==> src/rtl/traffic_conflict_monitor.sv <==
// Lamp safety stage: passes legal lamp patterns, blanks to all-red or flashes red on illegal ones.
// Latency 1 cycle (registered lamps); no backpressure, outputs are always live.
module traffic_conflict_monitor #(
    parameter int CONFLICT_CYC = 2,
    parameter int RECOVER_CYC  = 16,
    parameter int FLASH_HALF   = 8
) (
    input  logic       clk,
    input  logic       rst,
    input  logic       m_red,
    input  logic       m_green,
    input  logic       m_yellow,
    input  logic       s_red,
    input  logic       s_green,
    input  logic       s_yellow,
    input  logic       fault_clr,
    output logic       lm_red,
    output logic       lm_green,
    output logic       lm_yellow,
    output logic       ls_red,
    output logic       ls_green,
    output logic       ls_yellow,
    output logic       fault,
    output logic [2:0] fault_code
);

    typedef enum logic [1:0] {
        ST_CLEAR,
        ST_PASS,
        ST_PENDING,
        ST_FAULT
    } state_t;

    state_t     state, state_nxt;
    logic [3:0] bad_cnt, bad_cnt_nxt;
    logic [7:0] clean_cnt, clean_cnt_nxt;
    logic [7:0] flash_cnt, flash_cnt_nxt;
    logic       flash_on, flash_on_nxt;
    logic [2:0] code_nxt;
    logic [5:0] lamp_q, lamp_nxt;

    logic       conflict, multi, dark, bad;
    logic [2:0] cls;

    always_comb begin
        conflict = (m_green | m_yellow) & (s_green | s_yellow);
        multi    = (m_red & m_green) | (m_red & m_yellow) | (m_green & m_yellow)
                 | (s_red & s_green) | (s_red & s_yellow) | (s_green & s_yellow);
        dark     = ~(m_red | m_green | m_yellow) | ~(s_red | s_green | s_yellow);
        cls      = 3'd0;
        if (conflict)
            cls = 3'd1;
        else if (multi)
            cls = 3'd2;
        else if (dark)
            cls = 3'd3;
    end

    assign bad = (cls != 3'd0);

    always_comb begin
        state_nxt     = state;
        code_nxt      = fault_code;
        flash_cnt_nxt = flash_cnt;
        flash_on_nxt  = flash_on;

        if (!bad || state == ST_FAULT)
            bad_cnt_nxt = 4'd0;
        else if (bad_cnt != 4'(CONFLICT_CYC))
            bad_cnt_nxt = bad_cnt + 4'd1;
        else
            bad_cnt_nxt = bad_cnt;

        if (bad)
            clean_cnt_nxt = 8'd0;
        else if (clean_cnt != 8'(RECOVER_CYC))
            clean_cnt_nxt = clean_cnt + 8'd1;
        else
            clean_cnt_nxt = clean_cnt;

        // Fault latch outranks every other transition.
        if (state != ST_FAULT && bad && bad_cnt == 4'(CONFLICT_CYC - 1)) begin
            state_nxt     = ST_FAULT;
            code_nxt      = cls;
            flash_cnt_nxt = 8'd0;
            flash_on_nxt  = 1'b1;
        end else begin
            case (state)
                ST_PASS:    if (bad) state_nxt = ST_PENDING;
                ST_CLEAR: begin
                    if (bad)
                        state_nxt = ST_PENDING;
                    else if (clean_cnt == 8'(RECOVER_CYC - 1))
                        state_nxt = ST_PASS;
                end
                ST_PENDING: if (!bad) state_nxt = ST_CLEAR;
                default: begin
                    if (fault_clr && !bad && clean_cnt == 8'(RECOVER_CYC)) begin
                        state_nxt     = ST_CLEAR;
                        code_nxt      = 3'd0;
                        clean_cnt_nxt = 8'd0;
                    end else if (flash_cnt == 8'(FLASH_HALF - 1)) begin
                        flash_cnt_nxt = 8'd0;
                        flash_on_nxt  = ~flash_on;
                    end else begin
                        flash_cnt_nxt = flash_cnt + 8'd1;
                    end
                end
            endcase
        end

        // Lamps follow the next state so an illegal request never reaches them.
        case (state_nxt)
            ST_PASS:  lamp_nxt = {m_red, m_green, m_yellow, s_red, s_green, s_yellow};
            ST_FAULT: lamp_nxt = {flash_on_nxt, 2'b00, flash_on_nxt, 2'b00};
            default:  lamp_nxt = 6'b100100;
        endcase
    end

    always_ff @(posedge clk or negedge rst) begin
        if (!rst) begin
            state      <= ST_CLEAR;
            bad_cnt    <= 4'd0;
            clean_cnt  <= 8'd0;
            flash_cnt  <= 8'd0;
            flash_on   <= 1'b0;
            lamp_q     <= 6'b100100;
            fault      <= 1'b0;
            fault_code <= 3'd0;
        end else begin
            state      <= state_nxt;
            bad_cnt    <= bad_cnt_nxt;
            clean_cnt  <= clean_cnt_nxt;
            flash_cnt  <= flash_cnt_nxt;
            flash_on   <= flash_on_nxt;
            lamp_q     <= lamp_nxt;
            fault      <= (state_nxt == ST_FAULT);
            fault_code <= code_nxt;
        end
    end

    assign {lm_red, lm_green, lm_yellow, ls_red, ls_green, ls_yellow} = lamp_q;

endmodule

==> config.mk <==
export PLATFORM = sky130hd
export DESIGN_NAME = traffic_conflict_monitor
export DESIGN_NICKNAME = d
export VERILOG_FILES = /design/src/rtl/traffic_conflict_monitor.sv
export SDC_FILE = /design/constraint.sdc
export NUM_CORES = 1
export LEC_CHECK = 0
export BUFFER_PORTS_ARGS = -buffer_cell sky130_fd_sc_hd__clkbuf_2
export CAP_MARGIN = 25
export CORE_MARGIN = 2
export CORE_UTILIZATION = 36
export DETAILED_ROUTE_END_ITERATION = 10
export PLACE_DENSITY_LB_ADDON = 0.12
export SYNTH_ARGS = -nofsm -noshare
export SYNTH_HDL_FRONTEND = slang
export SYNTH_SLANG_ARGS = --single-unit
==> constraint.sdc <==
create_clock -name clk -period 2.5 [get_ports clk]
set_clock_uncertainty 0.2 [all_clocks]
set_input_delay 0.125 -clock clk [delete_from_list [all_inputs] [get_ports clk]]
set_output_delay 0.125 -clock clk [all_outputs]
set_load 0.005 [all_outputs]
# [Yosys cells after proc, flatten, opt, wreduce, memory -nomap -nowiden]
# Index checks and enable logic that the tools add are counted.
[totals] register_bits=33 latch_bits=0 mem_bits_rw=0 rom_bits=0 inputBits=9 mem_count=0
[op_classes] add_sub_neg=3 mul=0 div_mod_pow=0 order_cmp=0 n_eq_ne=14 n_shift=0 muxes=29 bitwise=22 n_reduce_logical=13
[op_table] cell="8-bit 2-to-1 mux" n=9
[op_table] cell="8-bit by 1-bit adder with 8-bit output, second input constant" n=2
[op_table] cell="2-bit 2-to-1 mux" n=8
[op_table] cell="3-bit 2-to-1 mux" n=4
[op_table] cell="1-bit bitwise OR" n=12
[op_table] cell="6-bit case mux with 2 select lines" n=1
[op_table] cell="8-bit by 3-bit == test with 1-bit output, second input constant" n=1
[op_table] cell="8-bit by 4-bit == test with 1-bit output, second input constant" n=1
[op_table] cell="8-bit by 5-bit == test with 1-bit output, second input constant" n=1
[op_table] cell="4-bit 2-to-1 mux" n=2
[op_table] cell="8-bit by 5-bit != test with 1-bit output, second input constant" n=1
[op_table] cell="1-bit bitwise AND" n=7
[op_table] cell="2-bit == test, second input constant" n=3
[op_table] cell="2-bit case mux with 3 select lines" n=1
[op_table] cell="4-bit by 1-bit adder with 4-bit output, second input constant" n=1
[op_table] cell="2-bit by 1-bit == test with 1-bit output, second input constant" n=2
[op_table] cell="4-bit by 1-bit == test with 1-bit output, second input constant" n=1
[op_table] cell="1-bit logical AND" n=4
[op_table] cell="1-bit 2-to-1 mux" n=4
[op_table] cell="2-bit != test, second input constant" n=2
[op_table] cell="4-bit by 2-bit != test with 1-bit output, second input constant" n=1
[op_table] cell="2-bit AND reduction" n=2
[op_table] cell="2-bit nonzero test" n=2
[op_table] cell="1-bit inverter" n=3
[op_table] cell="6 further kinds" n=6

# [Depth between registers and ports, before layout]
# Gate-level depths: netlist (run 1).
[depth] ltp_word=17 depth_mapped=8

# [Least setup slack after synthesis (run 1)]
# No wires, ideal clock.
[synth_path] path_kind="register to register" from="reg clean_cnt[0]" to="reg flash_cnt[5]" setup_time_ns=0.130 t_arrival_ns=1.803 required_ns=2.170 slack_ns=0.368 path_stages_with_launch=9 synth_period_minus_slack_ns=2.132 path_cell_list="dfrtp_1 -> inv_1 -> ha_1 -> nand4bb_1 -> or4_1 -> nand2_1 -> a21boi_2 -> or4_1 -> a21oi_1"
[synth_via] elab_chain_cells=4
[synth_lines] item="start, declared" line_no="36" rtl="logic [7:0] clean_cnt, clean_cnt_nxt;"
[synth_lines] item="start signal, assigned" line_no="133" rtl="clean_cnt <= clean_cnt_nxt;"
[synth_lines] item="8-bit by 5-bit == test with 1-bit output" line_no="98" rtl="if (fault_clr && !bad && clean_cnt == 8'(RECOVER_CYC)) begin"
[synth_lines] item="1-bit logical AND" line_no="98"
[synth_lines] item="2-bit != test (no source line)"
[synth_lines] item="2-bit AND reduction (no source line)"
[synth_lines] item="end signal, assigned" line_no="134" rtl="flash_cnt <= flash_cnt_nxt;"
[synth_lines] item="end, declared" line_no="37" rtl="logic [7:0] flash_cnt, flash_cnt_nxt;"
# No other way between the ends.
# A chain may end at the register's enable or synchronous reset.

# [Worst setup path after layout (run 1)]
[layout_path] from="in m_yellow" to="reg flash_cnt[5]"
[layout_via] elab_chain_cells=14
[layout_lines] item="start, declared" line_no="12" rtl="input logic m_yellow,"
[layout_lines] item="1-bit bitwise AND" line_no="47" rtl="multi = (m_red & m_green) | (m_red & m_yellow) | (m_green & m_yellow)"
[layout_lines] item="1-bit bitwise OR (2 in a row)" line_no="47"
[layout_lines] item="1-bit bitwise OR (3 in a row)" line_no="48" rtl="| (s_red & s_green) | (s_red & s_yellow) | (s_green & s_yellow);"
[layout_lines] item="2-bit 2-to-1 mux" line_no="53" rtl="else if (multi)"
[layout_lines] item="3-bit 2-to-1 mux (*)" line_no="51" rtl="if (conflict)"
[layout_lines] item="3-bit nonzero test (*)" line_no="59" rtl="assign bad = (cls != 3'd0);"
[layout_lines] item="1-bit zero test" line_no="98"
[layout_lines] item="1-bit logical AND (2 in a row)" line_no="98"
[layout_lines] item="2-bit != test (no source line)"
[layout_lines] item="2-bit AND reduction (no source line)"
# Mark *: on every way between the ends. The rest lies on a longest branch, timed or not.

==> flow_summary.yaml, run 1 <==
job:
  drv_cap: 0
sta:
  layout_setup_ws_ns: 0.111
  setup_tns_ns: 0
  finalMaxSlewViolations: 0
  hold_viol: 0
  rsz0062_at_grt: "yes"
  setup_viol: 0
  whs_ns: 0.0261
  max_freq_ghz: 0.419
  period_share_pct: 95.6
  relSlewSlack_pct: 46.7
  worst_slew_pin_slew_ns: 0.800
  min_period_ns: 2.39
cts:
  clk-insertion-delay-late_ns: 0.28
  cts_inserted_buffers: 5
  h-tree-depth: 2
  cts_tree: "done"
  clk_pin_slew_ns: 0.07
  cts_setup_buffers: 0
  cts_sinks: 32
  root_buffer: "clkbuf_8"
  cts_buffer_depth: 2
cells_and_area:
  final_common_cell: "dfrtp_1"
  num_antenna_cells: 0
  drive_gt1_share_pct: 19.7
  final_util_pct: 44.7
  syn2layout_area_growth_pct: 18.5
  nets: 237
  fillers: 489
  final_cell_mix: "dfrtp_1 (30), nor2_1 (23), clkbuf_2 (17)"
power_and_ir_drop:
  switchingPower_w: 0.000457
  p_comb_share_pct: 23.0
  internal-power_w: 0.00103
  power_frac_seq_pct: 47.2
  p_sw_share_pct: 30.7
  p_clk_share_pct: 29.8
  vdd_ir_drop_max_mv: 0.269
  p_leak_nw: 0.919
  cellPowerDensity_nw_per_um2: 696
setup_path:
  cp.arrival_ns: 2.38
  start_kind: "input pin"
  critPathMaxFanout: 8
  crit_path_end_kind: "flop"
  critPathRequiredTime_ns: 2.50
  path_class: "in2reg"
routing:
  vias: 1505
  drt_wl_total_um: 4130
  drt_iter0_drc: 74
  ant_nets: 0
  wl_per_cell_um: 14.2
  viasPerCell: 5.19
  drtPass1Iterations: 5
  drc: 0
floorplan:
  dieArea_um2: 5600
  die_w_um: 74.8
  core_area_um2: 4790
  die_y_um: 74.8
  rows: 25
  start_util_pct: 37.8
  io_pins: 19
yosys:
  ys_ff_latch: 32
  synth_edf_count: 0
  synth_ff_type: "dfrtp_1"
  netlist_area_um2: 1810
  avgSynthCellArea_um2: 9.31
  ys_async_sr_fraction_pct: 100
  synth_fp_nets: 209
  seq_area_frac_synth_pct: 44.5
  synth_cells: 194
  ys_warn_count: 0
  synthDistinctLibCells: 44
grt:
  grt_pass1_wl_um: 6960
  grt_pass1_vias: 1486
  grt_overflow: 0
  antenna_found_initial: 0
  grt_use_total_pct: 16.5
  grt_max_degree: 33
place:
  place_congestion: 0.814
  pre_cts_ws_ns: 0.0549
  dp_hpwl_um: 3050
  io_buffers: 17
status:
  outcome: "finished, final reports clean"
min_path:
  hold_class: "in2reg"
cell families (layout without fill, tap and decap cells):
family                   after synthesis  in the layout  synth area share [%]
AO/OA/AOI/OAI                         46             46                  17.9
XOR/XNOR                              10             10                  4.85
adder cells (fa/ha/maj)                6              6                  4.16
buffers and inverters                 20             49                  5.40
flip-flops                            32             32                  44.5
multiplexers                           1              1                 0.554
other                                  1              1                 0.208
AND/OR/NAND/NOR                       78             78                  22.4
path summary, 6_finish.rpt:
kind	from	cells past startpoint	end	slack [ns]
max in group asynchronous	rst	2	flash_on	1.34
worst min-delay path	fault_clr	4	clean_cnt[0]	0.03
worst min register to register	flash_cnt[1]	1	flash_cnt[1]	0.34
worst max-delay path	m_yellow	9	flash_cnt[5]	0.11
min in group asynchronous	rst	2	clean_cnt[2]	0.26
worst max register to register	clean_cnt[0]	9	flash_cnt[5]	0.20
through the flow:
step / area [um2] / power (W) / instances
2_1_floorplan: 1810 / 0.000934 / 194
3_3_place_gp: 1980 / 0.00102 / 277
3_5_place_dp: 1980 / 0.00105 / 277
4_1_cts: 2130 / 0.00150 / 290
5_1_grt: 2140 / 0.00159 / 290
6_report: 2140 / 0.00149 / 290
power by group through the flow:
stage	sequential [W]	clock, W	combinational (W)
2_1_floorplan	0.000682	0	0.000252
3_3_place_gp	0.000705	0	0.000318
3_5_place_dp	0.000711	0	0.000337
4_1_cts	0.000701	0.000457	0.000346
5_1_grt	0.000713	0.000488	0.000393
6_report	0.000704	0.000444	0.000343
layout make-up:
type	count	area, um2	share of cell area, %
clock buffers	8	100	4.68
inverters	12	45.0	2.10
multi-input cells	142	921	43.0
repair buffers	29	188	8.77
well taps	67	83.8	3.92
flip-flops and latches	32	803	37.5
sequential cells by signal (all words and copies together), names as in the netlist:
name and count:
fault_code 2, bad_cnt 4, flash_on 1, state 2, flash_cnt 8, fault 1
lamp_q 6, clean_cnt 8
critical path, stage by stage:
cell,delay (ns)
clkbuf_2,0.13
dlygate4sd3_1,0.57
inv_1,0.11
nor4_1,0.07
buf_4,0.15
o31ai_4,0.40
a21boi_4,0.14
or4_1,0.51
a21oi_1,0.19
repair_timing:
item	CTS	global route
hold buffers	5	0
resized for setup	0	3
hold endpoints to repair	34	0
setup endpoints to repair	0	9
layer usage:
layer / part of all wire [%] / GRT usage, % / vias up
met1: 46 / 21.0 / 733
met3: 4.0 / 4.69 / 8
met4: 1.5 / 5.95 / 0
met2: 49 / 26.9 / 29
met5: 0 / 0 / -
li1: - / - / 735
cells in the mapped netlist (3+ instances only):
cell type / n / area (um2)
inv_1: 12 / 45.0
o21ai_0: 9 / 45.0
dfrtp_1: 30 / 751
nand3_1: 13 / 65.1
o21ai_1: 3 / 15.0
buf_2: 3 / 15.0
or3_1: 3 / 18.8
nor2_1: 23 / 86.3
xnor2_1: 8 / 70.1
o31ai_1: 4 / 30.0
a21oi_1: 8 / 40.0
o21ai_2: 3 / 26.3
a31oi_1: 3 / 18.8
nand2_1: 14 / 52.6
o211ai_1: 3 / 22.5
or4_1: 4 / 30.0
nor3_1: 4 / 20.0
nand2b_1: 3 / 18.8
ha_1: 6 / 75.1
a211oi_1: 3 / 22.5
Power figures use the tool's default switching activity.
==> run 2, diff against run 1 <==
--- a/config.mk
+++ b/config.mk
@@ -7,10 +7,10 @@
 export LEC_CHECK = 0
 export BUFFER_PORTS_ARGS = -buffer_cell sky130_fd_sc_hd__clkbuf_2
 export CAP_MARGIN = 25
-export CORE_MARGIN = 2
-export CORE_UTILIZATION = 36
+export CORE_UTILIZATION = 55
 export DETAILED_ROUTE_END_ITERATION = 10
 export PLACE_DENSITY_LB_ADDON = 0.12
+export RECOVER_POWER = 50
 export SYNTH_ARGS = -nofsm -noshare
 export SYNTH_HDL_FRONTEND = slang
 export SYNTH_SLANG_ARGS = --single-unit
==> run 2 against run 1 <==
Effect of this change: setup slack better by 0.023 ns; fmax rose by 0.95%; register-to-register slack got worse by 0.03 ns; cell count is 6.2% lower; sequential power hardly changed; die area decreased by 37%; clock-buffer cell count unchanged; clock power down 30%; non-clock buffer count is 5 higher; total power is 9.3% lower; worst hold slack better by 0.069 ns; the flow now finishes with violations (max-capacitance violations, max-slew violations).
==> flow_summary.yaml, run 2 (same netlist as run 1, synthesis figures left out) <==
cells_and_area:
  nets: 242
  num_antenna_cells: 0
  fillers: 256
  drive_gt1_share_pct: 17.5
  instances_no_fill: 272
  final_cell_mix: "dfrtp_1 (30), nor2_1 (23), nand2_1 (14)"
  top_regs: "clean_cnt (8), flash_cnt (8), lamp_q (6)"
  postLayoutCellArea_um2: 2100
  syn2layout_area_growth_pct: 16.2
  final_common_cell: "dfrtp_1"
routing:
  viasPerCell: 5.61
  drtPass1Iterations: 5
  wl_per_cell_um: 14.3
  drt_wl_total_um: 3890
  drc: 0
  vias: 1527
  drt_iter0_drc: 116
  ant_nets: 0
grt:
  grt_max_degree: 33
  grt_overflow: 0
  grt_pass1_wl_um: 6660
  grt_pass1_vias: 1497
  grt_use_total_pct: 25.7
  antenna_found_initial: 0
place:
  pre_cts_ws_ns: 0.0742
  place_congestion: 0.808
  place_inst: 254
  io_buffers: 17
  placed_cell_area_um2: 1950
  dp_hpwl_um: 2800
power_and_ir_drop:
  cellPowerDensity_nw_per_um2: 644
  power_w: 0.00135
  vdd_ir_drop_max_mv: 0.458
  p_leak_nw: 0.908
cts:
  clk_pin_slew_ns: 0.09
  root_buffer: "clkbuf_4"
  cts_inserted_buffers: 5
  cts_sinks: 32
  h-tree-depth: 2
  clk-insertion-delay-late_ns: 0.33
  cts_tree: "done"
  cts_buffer_depth: 2
floorplan:
  core_area_um2: 3080
  io_pins: 19
  dieArea_um2: 3520
  die_w_um: 59.3
  start_util_pct: 58.7
  rows: 20
  die_y_um: 59.3
status:
  outcome: "finished, violations left"
  violations: "max-capacitance violations, max-slew violations"
sta:
  finalMaxSlewViolations: 33
  worst_slew_pin_slew_ns: 1.72
  period_share_pct: 94.7
  layout_setup_ws_ns: 0.134
  rsz0062_at_grt: "no"
  setup_tns_ns: 0
  hold_viol: 0
  max_freq_ghz: 0.423
  setup_viol: 0
  relSlewSlack_pct: -14.9
  min_period_ns: 2.37
setup_path:
  worstSetupStartpoint: "s_green"
  critPathRequiredTime_ns: 2.52
  critPathMaxFanout: 8
  start_kind: "input pin"
  timing.rr.start: "clean_cnt[0]"
  cp.arrival_ns: 2.38
  crit_path_end_kind: "flop"
  path_class: "in2reg"
  r2r_slack_ns: 0.17
job:
  drv_cap: 1
min_path:
  hold_class: "in2reg"
  holdCritStartpoint: "m_yellow"
[run 2: cell count changes in the layout (fill, tap and decap cells not counted), moves of 2 or more]
cell           delta
buf_4             +2
clkbuf_1          +5
clkbuf_2          -4
clkbuf_4          +5
clkbuf_8          -6
dlygate4sd3_1     +3
[run 2: timing repair]
item	in CTS	in global routing
endpoints found under the setup margin	0	9
setup buffers	0	2
gates resized for setup	0	1
hold buffers	8	0
hold endpoints to repair	38	0
[run 2: area by class of cell]
class,count,area [um2],share of cell area (%)
sequential,32,803,38.3
multi-input combinational,142,910,43.3
inverter,12,45.0,2.15
timing repair buffer,34,228,10.8
tap,44,55.1,2.62
clock buffer,8,58.8,2.80
[run 2: metrics by stage]
stage          util [%]  hold slack [ns]
2_1_floorplan         -           -0.371
3_3_place_gp       63.3           0.0287
3_5_place_dp       63.3           0.0488
4_1_cts            67.8           0.0654
5_1_grt            68.2            0.127
6_report           68.2           0.0954
[run 2: final timing paths]
| check | end | depth (start not counted) |
|---|---|---|
| worst max register to register | flash_cnt[5] | 9 |
| max in group asynchronous | bad_cnt[2] | 2 |
| min in group asynchronous | flash_cnt[5] | 2 |
| worst max-delay path | fault_code[0] | 8 |
| worst min register to register | flash_cnt[0] | 1 |
| worst min-delay path | fault_code[0] | 5 |
[run 2: power by group]
group	internal, W	switching [W]
Clock	0.000139	0.000172
Sequential	0.000618	0.0000837
Combinational	0.000166	0.000173
Total	0.000922	0.000429
[run 2: layer usage]
layer / vias to the layer above / share of wire [%] / track usage (%)
li1: 752 / - / -
met1: 722 / 44 / 32.1
met2: 42 / 50 / 42.7
met3: 11 / 4.1 / 6.55
met4: 0 / 2.2 / 9.86
met5: - / 0 / 0
[run 2: critical path, stage by stage]
cell and delay, ns:
clkbuf_2 0.18, dlygate4sd3_1 0.58, inv_1 0.06, a32o_1 0.27, o31a_1 0.36, or4_4 0.60, o211ai_1 0.12, o21ai_1 0.09
==> run 3, diff against run 2 <==
--- a/config.mk
+++ b/config.mk
@@ -5,6 +5,7 @@
 export SDC_FILE = /design/constraint.sdc
 export NUM_CORES = 1
 export LEC_CHECK = 0
+export ABC_AREA = 1
 export BUFFER_PORTS_ARGS = -buffer_cell sky130_fd_sc_hd__clkbuf_2
 export CAP_MARGIN = 25
 export CORE_UTILIZATION = 55
==> run 3 against run 2 <==
Effect of this change: the flow finishes with violations (design-rule violations, max-capacitance violations, max-slew violations); non-clock buffer count down 9; combinational power up 78%; core utilization down 0.27 points; global-route usage down 2.7 points; register-to-register slack better by 0.22 ns; worst hold slack worse by 0.016 ns; die area down 4.2%; critical path type is now reg2reg.
==> flow_summary.yaml, run 3 <==
sta:
  setup_tns_ns: 0
  relSlewSlack_pct: -10.7
  setup_viol: 0
  min_period_ns: 2.11
  worst_slew_pin_slew_ns: 1.66
  max_freq_ghz: 0.474
  period_share_pct: 84.5
  hold_viol: 0
  rsz0062_at_grt: "no"
  whs_ns: 0.0798
  finalMaxSlewViolations: 33
setup_path:
  worstSetupStartpoint: "clean_cnt[0]"
  path_class: "reg2reg"
  crit_path_end_kind: "flop"
  critPathMaxFanout: 12
  timing.rr.start: "clean_cnt[0]"
  cp.arrival_ns: 2.15
  critPathRequiredTime_ns: 2.54
  start_kind: "flop"
routing:
  ant_nets: 0
  vias: 1395
  drc: 1
  drtPass1Iterations: 7
  viasPerCell: 4.98
  drt_wl_total_um: 3220
  wl_per_cell_um: 11.5
  drt_iter0_drc: 71
place:
  dp_hpwl_um: 2330
  io_buffers: 17
  place_congestion: 0.776
  place_inst: 265
  placed_cell_area_um2: 1830
cts:
  root_buffer: "clkbuf_4"
  cts_sinks: 32
  h-tree-depth: 2
  clk_pin_slew_ns: 0.09
  cts_buffer_depth: 2
  clk-insertion-delay-late_ns: 0.34
  cts_tree: "done"
  cts_inserted_buffers: 5
  cts_setup_buffers: 0
yosys:
  netlist_area_um2: 1730
  synth_cells: 209
  synth_edf_count: 0
  avgSynthCellArea_um2: 8.27
  ys_async_sr_fraction_pct: 100
  synthDistinctLibCells: 29
  synth_ff_type: "dfrtp_1"
  synth_largest_area_cell: "dfrtp_1"
  yosysMostFrequentCell: "nand2_1"
  ys_ff_latch: 32
  ys_warn_count: 0
  synth_fp_nets: 224
  synth_top_area_share_pct: 43.4
  netlist_top_cells_area: "dfrtp_1 (43%), nand2_1 (9.3%), inv_1 (7.4%)"
  seq_area_frac_synth_pct: 46.5
  synthTopCellsByCount: "nand2_1 (43), inv_1 (34), dfrtp_1 (30)"
cells_and_area:
  final_cell_mix: "nand2_1 (43), inv_1 (34), dfrtp_1 (30)"
  syn2layout_area_growth_pct: 13.1
  nets: 252
  instances_no_fill: 280
  postLayoutCellArea_um2: 1950
  top_regs: "clean_cnt (8), flash_cnt (8), lamp_q (6)"
  final_common_cell: "nand2_1"
  drive_gt1_share_pct: 16.0
  num_antenna_cells: 0
grt:
  antenna_found_initial: 0
  grt_overflow: 0
  grt_max_degree: 33
  grt_use_total_pct: 23.0
  grt_pass1_wl_um: 5720
  grt_pass1_vias: 1340
floorplan:
  core_area_um2: 2880
  io_pins: 19
  die_y_um: 58.1
  dieArea_um2: 3370
  rows: 19
  start_util_pct: 60.1
  die_w_um: 58.1
power_and_ir_drop:
  p_sw_share_pct: 39.1
  p_comb_share_pct: 36.3
  switchingPower_w: 0.000649
  vdd_ir_drop_max_mv: 0.596
  cellPowerDensity_nw_per_um2: 850
  p_clk_share_pct: 18.9
  p_leak_nw: 0.985
  internal-power_w: 0.00101
  power_frac_seq_pct: 44.9
status:
  outcome: "finished, violations left"
  violations: "design-rule violations, max-capacitance violations, max-slew violations"
job:
  drv_cap: 1
min_path:
  hold_class: "in2reg"
  holdCritStartpoint: "fault_clr"
[run 3: changes by cell type after synthesis, moves of 4 or more]
| cell | change |
|---|---|
| nand2_1 | +29 |
| a21oi_1 | -4 |
| or4_1 | -4 |
| xnor2_1 | -7 |
| o31ai_1 | -4 |
| inv_1 | +22 |
[run 3: layout make-up]
| cell class | count | area, um2 |
|---|---|---|
| fill | 246 | 922 |
| clock buffer | 8 | 58.8 |
| timing repair buffer | 25 | 156 |
| multi-input combinational | 138 | 752 |
| sequential | 32 | 803 |
| tap | 42 | 52.6 |
| inverter | 35 | 131 |
[run 3: repair_timing]
action	in CTS	in global routing
hold buffers	7	0
resized for setup	0	0
hold endpoints to repair	36	0
[run 3: per-layer routing]
| layer | routed length (um) | vias up | share of wire (%) | GRT usage, % |
|---|---|---|---|---|
| li1 | - | 708 | - | - |
| met1 | 1450 | 648 | 45 | 28.2 |
| met2 | 1550 | 32 | 48 | 38.3 |
| met3 | 159 | 7 | 4.9 | 6.92 |
| met4 | 59 | 0 | 1.8 | 8.50 |
| met5 | 0 | - | 0 | 0 |
[run 3: final timing paths]
| kind | slack [ns] | endpoint | depth (start not counted) |
|---|---|---|---|
| worst max-delay path | 0.39 | flash_cnt[6] | 12 |
| worst min-delay path | 0.08 | state[1] | 6 |
| worst max register to register | 0.39 | flash_cnt[6] | 12 |
| worst min register to register | 0.31 | fault_code[0] | 2 |
| max in group asynchronous | 0.59 | flash_cnt[6] | 2 |
| min in group asynchronous | 0.53 | clean_cnt[6] | 2 |
[run 3: worst max-delay path, cell delays in order (launching register included)]
cell and delay, ns:
dfrtp_1 0.42, inv_1 0.10, ha_1 0.15, nand2_1 0.04, nor2_1 0.13, nand2_2 0.12
nor2_2 0.14, nand3_2 0.16, nand2_4 0.15, nand2_4 0.12, inv_1 0.15, nand2_1 0.08
o31ai_2 0.06
[run 3: kinds of logic after synthesis]
family / Yosys count / share of synthesized area, %
and+or+nand+nor: 103 / 27.8
buffers and inverters: 39 / 9.99
DFF: 32 / 46.5
AOI/OAI and AO/OA: 22 / 8.11
xor gates and xnor gates: 6 / 3.04
adders and majority gates: 6 / 4.34
other: 1 / 0.217
[run 3: power groups by stage]
stage,Sequential (W),Combinational (W),Clock (W)
4_1_cts,0.000746,0.000612,0.000326
3_5_place_dp,0.000756,0.000601,0
2_1_floorplan,0.000741,0.000490,0
5_1_grt,0.000766,0.000685,0.000345
6_report,0.000745,0.000603,0.000313
3_3_place_gp,0.000751,0.000579,0
[run 3: per-stage QoR]
stage | setup WS, ns | total power [W] | util (%)
after floorplan | 0.655 | 0.00123 | -
after global placement | 0.560 | 0.00133 | 63.7
after detailed placement | 0.444 | 0.00136 | 63.7
after CTS | 0.405 | 0.00168 | 68.2
after global routing | 0.166 | 0.00180 | 67.9
final | 0.389 | 0.00166 | 67.9
